## config.mk

```make
export PLATFORM = sky130hd
export DESIGN_NAME = hazard_unit_flat
export DESIGN_NICKNAME = d
export VERILOG_FILES = /design/src/rtl/hazard_unit_if.sv /design/src/rtl/hazard_unit.sv /design/src/flat_wrapper.sv
export SDC_FILE = /design/constraint.sdc
export NUM_CORES = 1
export LEC_CHECK = 0
export CAP_MARGIN = 25
export CORE_ASPECT_RATIO = 1.2
export CORE_UTILIZATION = 44
export DETAILED_ROUTE_END_ITERATION = 7
export GPL_TIMING_DRIVEN = 0
export PLACE_DENSITY = 0.77
export SLEW_MARGIN = 20
export SYNTH_ARGS = -nofsm -noshare
export SYNTH_HDL_FRONTEND = slang
export SYNTH_SLANG_ARGS = --single-unit
```

## constraint.sdc

```tcl
create_clock -name i_clk -period 2.2 [get_ports i_clk]
set_input_delay 0.33 -clock i_clk [delete_from_list [all_inputs] [get_ports i_clk]]
set_output_delay 0.33 -clock i_clk [all_outputs]
set_load 0.05 [all_outputs]
```

## src/rtl/hazard_unit_if.sv

```systemverilog
// Pipeline-side signal bundle for the hazard unit: stage-tagged control inputs from the
// pipelined control block, and the stall/flush/forward/counter outputs sent back to it.
interface hazard_unit_if #(
    parameter int unsigned CNT_W = 32
);
    logic [31:0]      i_instD;
    logic             i_lsu_rdenE;
    logic             i_rd_wrenM;
    logic             i_rd_wrenW;
    logic             i_jalE;
    logic             i_branchE;
    logic             i_br_takenE;
    logic             o_stall;
    logic             o_flushD;
    logic             o_flushE;
    logic [1:0]       o_fwd_aE;
    logic [1:0]       o_fwd_bE;
    logic [CNT_W-1:0] o_stall_cnt;
    logic [CNT_W-1:0] o_flush_cnt;

    // Pipeline / control-block side.
    modport master (
        output i_instD, i_lsu_rdenE, i_rd_wrenM, i_rd_wrenW, i_jalE, i_branchE, i_br_takenE,
        input  o_stall, o_flushD, o_flushE, o_fwd_aE, o_fwd_bE, o_stall_cnt, o_flush_cnt
    );

    // Hazard unit side.
    modport slave (
        input  i_instD, i_lsu_rdenE, i_rd_wrenM, i_rd_wrenW, i_jalE, i_branchE, i_br_takenE,
        output o_stall, o_flushD, o_flushE, o_fwd_aE, o_fwd_bE, o_stall_cnt, o_flush_cnt
    );
endinterface

```

## src/rtl/hazard_unit.sv

```systemverilog
// Hazard controller for the 5-stage RV32I core: load-use stall, redirect flush, EX-stage
// operand forwarding from a shadow pipeline of register addresses, plus saturating counters.
module hazard_unit #(
    parameter int unsigned CNT_W = 32
) (
    input logic         i_clk,
    input logic         i_rst,
    hazard_unit_if.slave hz
);

    localparam logic [1:0] FwdRf = 2'b00;
    localparam logic [1:0] FwdM  = 2'b01;
    localparam logic [1:0] FwdW  = 2'b10;

    logic [4:0] rs1D, rs2D, rdD;
    logic [4:0] rs1E_q, rs1E_d;
    logic [4:0] rs2E_q, rs2E_d;
    logic [4:0] rdE_q, rdE_d;
    logic [4:0] rdM_q, rdM_d;
    logic [4:0] rdW_q, rdW_d;

    logic [CNT_W-1:0] stall_cnt_q, stall_cnt_d;
    logic [CNT_W-1:0] flush_cnt_q, flush_cnt_d;

    logic redirect;
    logic load_use;
    logic stall;
    logic flush;
    logic [1:0] fwd_a, fwd_b;

    // Opcode/funct bits are deliberately ignored; field decoding is unqualified.
    logic unused_instd;
    assign unused_instd = ^{hz.i_instD[31:25], hz.i_instD[14:12], hz.i_instD[6:0]};

    assign rs1D = hz.i_instD[19:15];
    assign rs2D = hz.i_instD[24:20];
    assign rdD  = hz.i_instD[11:7];

    // Youngest producer (M) wins over W; x0 is never a forwarding source.
    function automatic logic [1:0] fwd_sel(input logic [4:0] src,
                                           input logic       wren_m,
                                           input logic [4:0] rd_m,
                                           input logic       wren_w,
                                           input logic [4:0] rd_w);
        logic [1:0] sel;
        sel = FwdRf;
        if (wren_m && (rd_m != 5'd0) && (rd_m == src)) begin
            sel = FwdM;
        end else if (wren_w && (rd_w != 5'd0) && (rd_w == src)) begin
            sel = FwdW;
        end
        return sel;
    endfunction

    always_comb begin
        redirect = hz.i_jalE | (hz.i_branchE & hz.i_br_takenE);
        load_use = hz.i_lsu_rdenE & (rdE_q != 5'd0) & ((rdE_q == rs1D) | (rdE_q == rs2D));

        // Redirect beats load-use: the stalled D instruction is being flushed anyway.
        stall = ~i_rst & load_use & ~redirect;
        flush = ~i_rst & redirect;

        fwd_a = FwdRf;
        fwd_b = FwdRf;
        if (!i_rst) begin
            fwd_a = fwd_sel(rs1E_q, hz.i_rd_wrenM, rdM_q, hz.i_rd_wrenW, rdW_q);
            fwd_b = fwd_sel(rs2E_q, hz.i_rd_wrenM, rdM_q, hz.i_rd_wrenW, rdW_q);
        end
    end

    always_comb begin
        rs1E_d = rs1D;
        rs2E_d = rs2D;
        rdE_d  = rdD;
        if (flush || stall) begin
            rs1E_d = 5'd0;
            rs2E_d = 5'd0;
            rdE_d  = 5'd0;
        end
        rdM_d = rdE_q;
        rdW_d = rdM_q;
    end

    always_comb begin
        stall_cnt_d = stall_cnt_q;
        flush_cnt_d = flush_cnt_q;
        if (stall && (stall_cnt_q != {CNT_W{1'b1}})) begin
            stall_cnt_d = stall_cnt_q + CNT_W'(1);
        end
        if (flush && (flush_cnt_q != {CNT_W{1'b1}})) begin
            flush_cnt_d = flush_cnt_q + CNT_W'(1);
        end
    end

    always_ff @(posedge i_clk) begin
        if (i_rst) begin
            rs1E_q      <= 5'd0;
            rs2E_q      <= 5'd0;
            rdE_q       <= 5'd0;
            rdM_q       <= 5'd0;
            rdW_q       <= 5'd0;
            stall_cnt_q <= '0;
            flush_cnt_q <= '0;
        end else begin
            rs1E_q      <= rs1E_d;
            rs2E_q      <= rs2E_d;
            rdE_q       <= rdE_d;
            rdM_q       <= rdM_d;
            rdW_q       <= rdW_d;
            stall_cnt_q <= stall_cnt_d;
            flush_cnt_q <= flush_cnt_d;
        end
    end

    assign hz.o_stall     = stall;
    assign hz.o_flushD    = flush;
    assign hz.o_flushE    = flush;
    assign hz.o_fwd_aE    = fwd_a;
    assign hz.o_fwd_bE    = fwd_b;
    assign hz.o_stall_cnt = stall_cnt_q;
    assign hz.o_flush_cnt = flush_cnt_q;

endmodule

```

## src/flat_wrapper.sv

```systemverilog
// flat-port wrapper written by rule: the top's interface ports become plain ports
module hazard_unit_flat 
#(
    parameter int unsigned CNT_W = 32
)
  (i_clk, i_rst, hz_i_instD, hz_i_lsu_rdenE, hz_i_rd_wrenM, hz_i_rd_wrenW, hz_i_jalE, hz_i_branchE, hz_i_br_takenE, hz_o_stall, hz_o_flushD, hz_o_flushE, hz_o_fwd_aE, hz_o_fwd_bE, hz_o_stall_cnt, hz_o_flush_cnt);
  hazard_unit_if #(.CNT_W(CNT_W)) hz_i ();
  input logic i_clk;
  input logic i_rst;
  input wire logic [$bits(hz_i.i_instD)-1:0] hz_i_instD;
  input wire logic [$bits(hz_i.i_lsu_rdenE)-1:0] hz_i_lsu_rdenE;
  input wire logic [$bits(hz_i.i_rd_wrenM)-1:0] hz_i_rd_wrenM;
  input wire logic [$bits(hz_i.i_rd_wrenW)-1:0] hz_i_rd_wrenW;
  input wire logic [$bits(hz_i.i_jalE)-1:0] hz_i_jalE;
  input wire logic [$bits(hz_i.i_branchE)-1:0] hz_i_branchE;
  input wire logic [$bits(hz_i.i_br_takenE)-1:0] hz_i_br_takenE;
  output wire logic [$bits(hz_i.o_stall)-1:0] hz_o_stall;
  output wire logic [$bits(hz_i.o_flushD)-1:0] hz_o_flushD;
  output wire logic [$bits(hz_i.o_flushE)-1:0] hz_o_flushE;
  output wire logic [$bits(hz_i.o_fwd_aE)-1:0] hz_o_fwd_aE;
  output wire logic [$bits(hz_i.o_fwd_bE)-1:0] hz_o_fwd_bE;
  output wire logic [$bits(hz_i.o_stall_cnt)-1:0] hz_o_stall_cnt;
  output wire logic [$bits(hz_i.o_flush_cnt)-1:0] hz_o_flush_cnt;
  assign hz_i.i_instD = hz_i_instD;
  assign hz_i.i_lsu_rdenE = hz_i_lsu_rdenE;
  assign hz_i.i_rd_wrenM = hz_i_rd_wrenM;
  assign hz_i.i_rd_wrenW = hz_i_rd_wrenW;
  assign hz_i.i_jalE = hz_i_jalE;
  assign hz_i.i_branchE = hz_i_branchE;
  assign hz_i.i_br_takenE = hz_i_br_takenE;
  assign hz_o_stall = hz_i.o_stall;
  assign hz_o_flushD = hz_i.o_flushD;
  assign hz_o_flushE = hz_i.o_flushE;
  assign hz_o_fwd_aE = hz_i.o_fwd_aE;
  assign hz_o_fwd_bE = hz_i.o_fwd_bE;
  assign hz_o_stall_cnt = hz_i.o_stall_cnt;
  assign hz_o_flush_cnt = hz_i.o_flush_cnt;
  hazard_unit #(.CNT_W(CNT_W)) u_core (.i_clk(i_clk), .i_rst(i_rst), .hz(hz_i));
endmodule
```

-- Word level (Yosys, flattened, before mapping)
Cells that the tools add are included.
- register bits: 89
- bits of input ports: 40
- output and inout bits: 71
- word-level logic and storage cells: 46
- equal/unequal tests: 8
- bitwise operators: 10
- muxes and demuxes: 6
- add/subtract/negate cells: 2
- reduce and logical (&&, ||, !) cells: 13
- operator list (cell ; number):
    $add 32x1->32 const B ; 2
    $ne 32x32->1 const B ; 2
    $eq 5x5->1 ; 6
    $reduce_bool 5->1 ; 3
    $mux 2 ; 6
    $logic_and 1x1->1 ; 8
    $and 1x1->1 ; 6
    $not 1->1 ; 2
    $or 1x1->1 ; 2
    $reduce_or 2->1 ; 1
    $logic_or 1x1->1 ; 1

-- Depth between registers and ports, before layout
- word-level depth: 7
- gate-level depth with buffers: 8
- mapped depth without buffers: 7

-- Worst setup path after synthesis
OpenSTA, ideal clock, no wires.
- path type: register -> output
- start point: reg u_core.rdM_q[0]
- end point: out hz_o_fwd_aE[1]
- required time: 1870 ps
- stages on the path, launching flop included: 5
- path slack: -920 ps
- arrival: 2790 ps
- path buffers: 0
- cells stage by stage: dfxtp_1 > or4_1 > o21ai_0 > nor3_1 > nor4_1
- cells in the longest elaborated chain, start to end: 5
- RTL lines (item ; line ; source):
    start, declared ; hazard_unit.sv:19 ; logic [4:0] rdM_q, rdM_d;
    start signal, assigned ; hazard_unit.sv:108 ; rdM_q <= rdM_d;
    $reduce_bool 5->1 ; hazard_unit.sv:47 ; if (wren_m && (rd_m != 5'd0) && (rd_m == src)) begin
    $logic_and 1x1->1 ; hazard_unit.sv:47 ;
    $logic_and 1x1->1 (*) ; hazard_unit.sv:47 ;
    $mux 2 (*) ; hazard_unit.sv:47 ;
    $mux 2 (*) ; hazard_unit.sv:65 ; if (!i_rst) begin
    end, declared ; flat_wrapper.sv:20 ; output wire logic [$bits(hz_i.o_fwd_aE)-1:0] hz_o_fwd_aE;
Every way passes the cells marked *; elsewhere a longest branch is shown, timed or not.

-- Worst setup path in the final report
- start point: reg u_core.rdM_q[0]
- end point: out hz_o_fwd_bE[1]
- cells in the longest elaborated chain, start to end: 5
- RTL lines (item ; line ; source):
    $reduce_bool 5->1 ; hazard_unit.sv:47 ;
    $logic_and 1x1->1 ; hazard_unit.sv:47 ;
    $logic_and 1x1->1 (*) ; hazard_unit.sv:47 ;
    $mux 2 (*) ; hazard_unit.sv:47 ;
    $mux 2 (*) ; hazard_unit.sv:65 ;
    end, declared ; flat_wrapper.sv:21 ; output wire logic [$bits(hz_i.o_fwd_bE)-1:0] hz_o_fwd_bE;
Marked as above.

==> impl_metrics.csv <==
group,metric,value,unit
synth,ys_warn_count,0,
synth,synth-simple-area-share,0.322,
power_and_ir_drop,leakage,2.13,nW
worst_hold_path,hold_start,"u_core.hz.o_stall_cnt[8]",
synth,synth_seq_cells,89,
final_layout,fin_nets,647,
die,die-area,9860,um^2
critical_path,rrSetupSlack,-0.03,ns
drt,viasPerCell,5.51,
synth,syn_area,4170,um^2
sta,finalWorstSetupSlack,-0.113,ns
placed_design,dpl-instance-area,5380,um^2
drt,wl_per_cell,15.4,um
global_route,gr-total-overflow,0,
critical_path,startpoint,"u_core.rdM_q[0]",
sta,slew_headroom,0.607,
critical_path,cp-end-kind,"primary output",
synth,ys.flop_type,"dfxtp_1",
critical_path,reg2reg_from,"u_core.hz.o_stall_cnt[0]",
die,start_util,0.456,
die,core.rowCount,38,
drt,vias,4024,
sta,tightest_slew,0.589,ns
cts,ctsHoldBuffers,0,
synth,synth_edf_count,0,
worst_hold_path,worstHoldPathCells,2,
critical_path,crit_fanout,3,
synth,synthAdderAreaFrac,0.00601,
worst_hold_path,min_path_type,"reg -> reg",
synth,syn_area_per_cell,8.70,um^2
sta,worst_hold_slack,0.505,ns
die,io_pins,111,
power_and_ir_drop,power,2.88,mW
die,core,9130,um^2
synth,synth_xor_xnor_area_share,0.149,
drt,drtAntennaViolNets,0,
drt,drtIter0Drc,204,
run_status,status,"finished with violations",
global_route,grt_pass1_wl,18100,um
sta,timing.final.hold_violations,0,
synth,synth_compound_area_frac,0.0685,
synth,synth_common_cells,"dfxtp_1, nor2_1, xor2_1",
power_and_ir_drop,irDropWorstVdd,320,uV
sta,rsz0062_at_grt,"yes",
die,fp.dieH,109,um
synth,yosysTopAreaCellShare,0.428,
drt,firstDrtPassIters,5,
critical_path,start_kind,"register",
final_layout,drive_gt1_frac,0.207,
sta,fin_crit,2.31,ns
final_layout,fin_area,5880,um^2
run_status,violations,"negative setup slack",
critical_path,critPathKind,"reg -> out",
die,die_w,90.8,um
global_route,grt_pass1_vias,3859,
critical_path,slowest_delay,0.55,ns
critical_path,cp_data_required_time,1.87,ns
cts,clk_pin_slew,0.08,ns
synth,async_reset_ff_frac,0,
placed_design,dpl.hpwl,7980,um
cts,clock_latency,0.35,ns
sta,fmax,432,MHz
worst_hold_path,hold_end,"u_core.hz.o_stall_cnt[8]",
synth,netlist_instances,479,
global_route,grt_start_max_net_pins,15,
drt,drc_errors,0,
synth,yosys.area.top_type,"dfxtp_1",
critical_path,worst_ep_arrival_time,1.98,ns
cts,cts.sinks,89,
power_and_ir_drop,power.density,490,nW/um^2
sta,period_share,1.05,
placed_design,port_buffers,93,
synth,synthTopCellsByArea,"dfxtp_1, xor2_1, nand4_1",
cts,cts_made_buffers,9,
synth,synth_most_common_cell,"dfxtp_1",
synth,yosysUniqueCellTypes,36,
sta,slew_viol_final,0,
cts,ctsHtreeMaxLevel,3,
cts,root_buffer,"clkbuf_8",
cts,clk_path_buf_depth,2,
synth,post_synth_mux_area_share,0.00721,
global_route,antenna_found_initial,0,
sta,finClkSkew,0.0105,ns
synth,seq_area_frac_synth,0.428,
synth,syn_nets,521,
global_route,grt_usage,0.227,
critical_path,r2r_cells,7,
placed_design,gp_congestion,0.886,
final_layout,synthToLayoutAreaGrowth,41.1,%
sta,setup_viol,3,
critical_path,crit_chain,"or4_4 -> o21ai_4 -> buf_4 -> nor3_1 -> nor4_4 -> buf_6",
final_layout,num-fill-cells,786,
job,cap_violations,0,
synth,synth_top_family_by_area,"simple AND/OR/NAND/NOR gates",
cts,cts_tree,"yes",
critical_path,slowest_stage,"or4_4",
critical_path,timing.rr.end,"u_core.hz.o_stall_cnt[30]",
drt,wirelength,11300,um
final_layout,n_antenna_cell,0,
final cells by class:
cell class / instances / area, um^2 / share of cell area
clock inverter: 3 / 17.5 / 0.00298
buffer: 15 / 70.1 / 0.0119
sequential: 89 / 1880 / 0.319
tap: 120 / 150 / 0.0255
inverter: 5 / 21.3 / 0.00362
clock buffer: 13 / 149 / 0.0253
timing repair buffer: 116 / 1100 / 0.188
multi-input combinational: 369 / 2490 / 0.424
metrics by stage:
step / worst slack [ns] / TNS, ns / std cells / utilization
after floorplan: -0.403 / -1.20 / 479 / -
after global placement: -1.09 / -36.73 / 692 / 0.589
after detailed placement: -1.13 / -37.27 / 692 / 0.589
after CTS: -0.126 / -0.160 / 725 / 0.629
after global routing: -0.184 / -0.663 / 730 / 0.644
final: -0.113 / -0.245 / 730 / 0.644
timing repair:
| action | CTS | global route |
|---|---|---|
| resized for setup | 65 | 38 |
| buffers inserted | 17 | 7 |
| endpoints found under the setup margin | 52 | 68 |
| pin swaps | 10 | 9 |
placed cells by master, fill, tap and decap left out, drive strengths merged, types with 6 or more instances in the layout:
master,n
nor3,8
dfxtp,89
nor2,55
o21ai,13
clkbuf,29
o31ai,7
xor2,47
buf,29
xnor2,24
and4,6
nor4,9
nand4,36
nand3,28
and3,14
a21oi,18
or3,13
clkdlybuf4s50,85
or4,13
and2,20
nand2,31
nor2b,10
report_power, final:
part           leakage, nW  internal [mW]  switching [mW]
Combinational         1.30          0.122           0.148
Sequential           0.746           1.61          0.0221
Clock               0.0834          0.439           0.540
Total                 2.13           2.17           0.710
worst max-delay path, delay by kind of cell (launching register included):
| kind | cells | cell delay, ns |
|---|---|---|
| DFF | 1 | 0.35 |
| AOI/OAI and AO/OA | 1 | 0.19 |
| buffers and inverters | 2 | 0.33 |
| and+or+nand+nor | 3 | 0.77 |
logic make-up (layout without fill, tap and decap cells):
group | after synthesis | count (layout)
compound gates | 47 | 47
buf+inv | 21 | 152
fa+ha+maj | 2 | 2
simple gates | 246 | 246
flops | 89 | 89
xor+xnor | 71 | 71
mux | 3 | 3
sequential cells by signal (all words and copies together) (netlist names):
signal,cells
u_core.rdM_q,5
u_core.hz.o_stall_cnt,32
u_core.rs2E_q,5
u_core.hz.o_flush_cnt,32
u_core.rs1E_q,5
u_core.rdE_q,5
u_core.rdW_q,5
how the worst max path moves through the flow:
| stage | end | depth (start not counted) |
|---|---|---|
| floorplan | hz_o_fwd_aE[0] | 3 |
| global placement | hz_o_fwd_bE[1] | 6 |
| detailed placement | hz_o_fwd_bE[1] | 6 |
| CTS | hz_o_fwd_bE[1] | 6 |
| global route | hz_o_fwd_bE[1] | 6 |
| finish | hz_o_fwd_bE[1] | 6 |
routing by layer:
| metal | GRT usage | part of all wire | wire length [um] | vias up |
|---|---|---|---|---|
| li1 | - | - | - | 1957 |
| met1 | 0.268 | 0.41 | 4660 | 1909 |
| met2 | 0.404 | 0.52 | 5820 | 134 |
| met3 | 0.0366 | 0.048 | 536 | 24 |
| met4 | 0.105 | 0.020 | 230 | 0 |
| met5 | 0 | 0 | 0 | - |
Power figures use the tool's default switching activity.
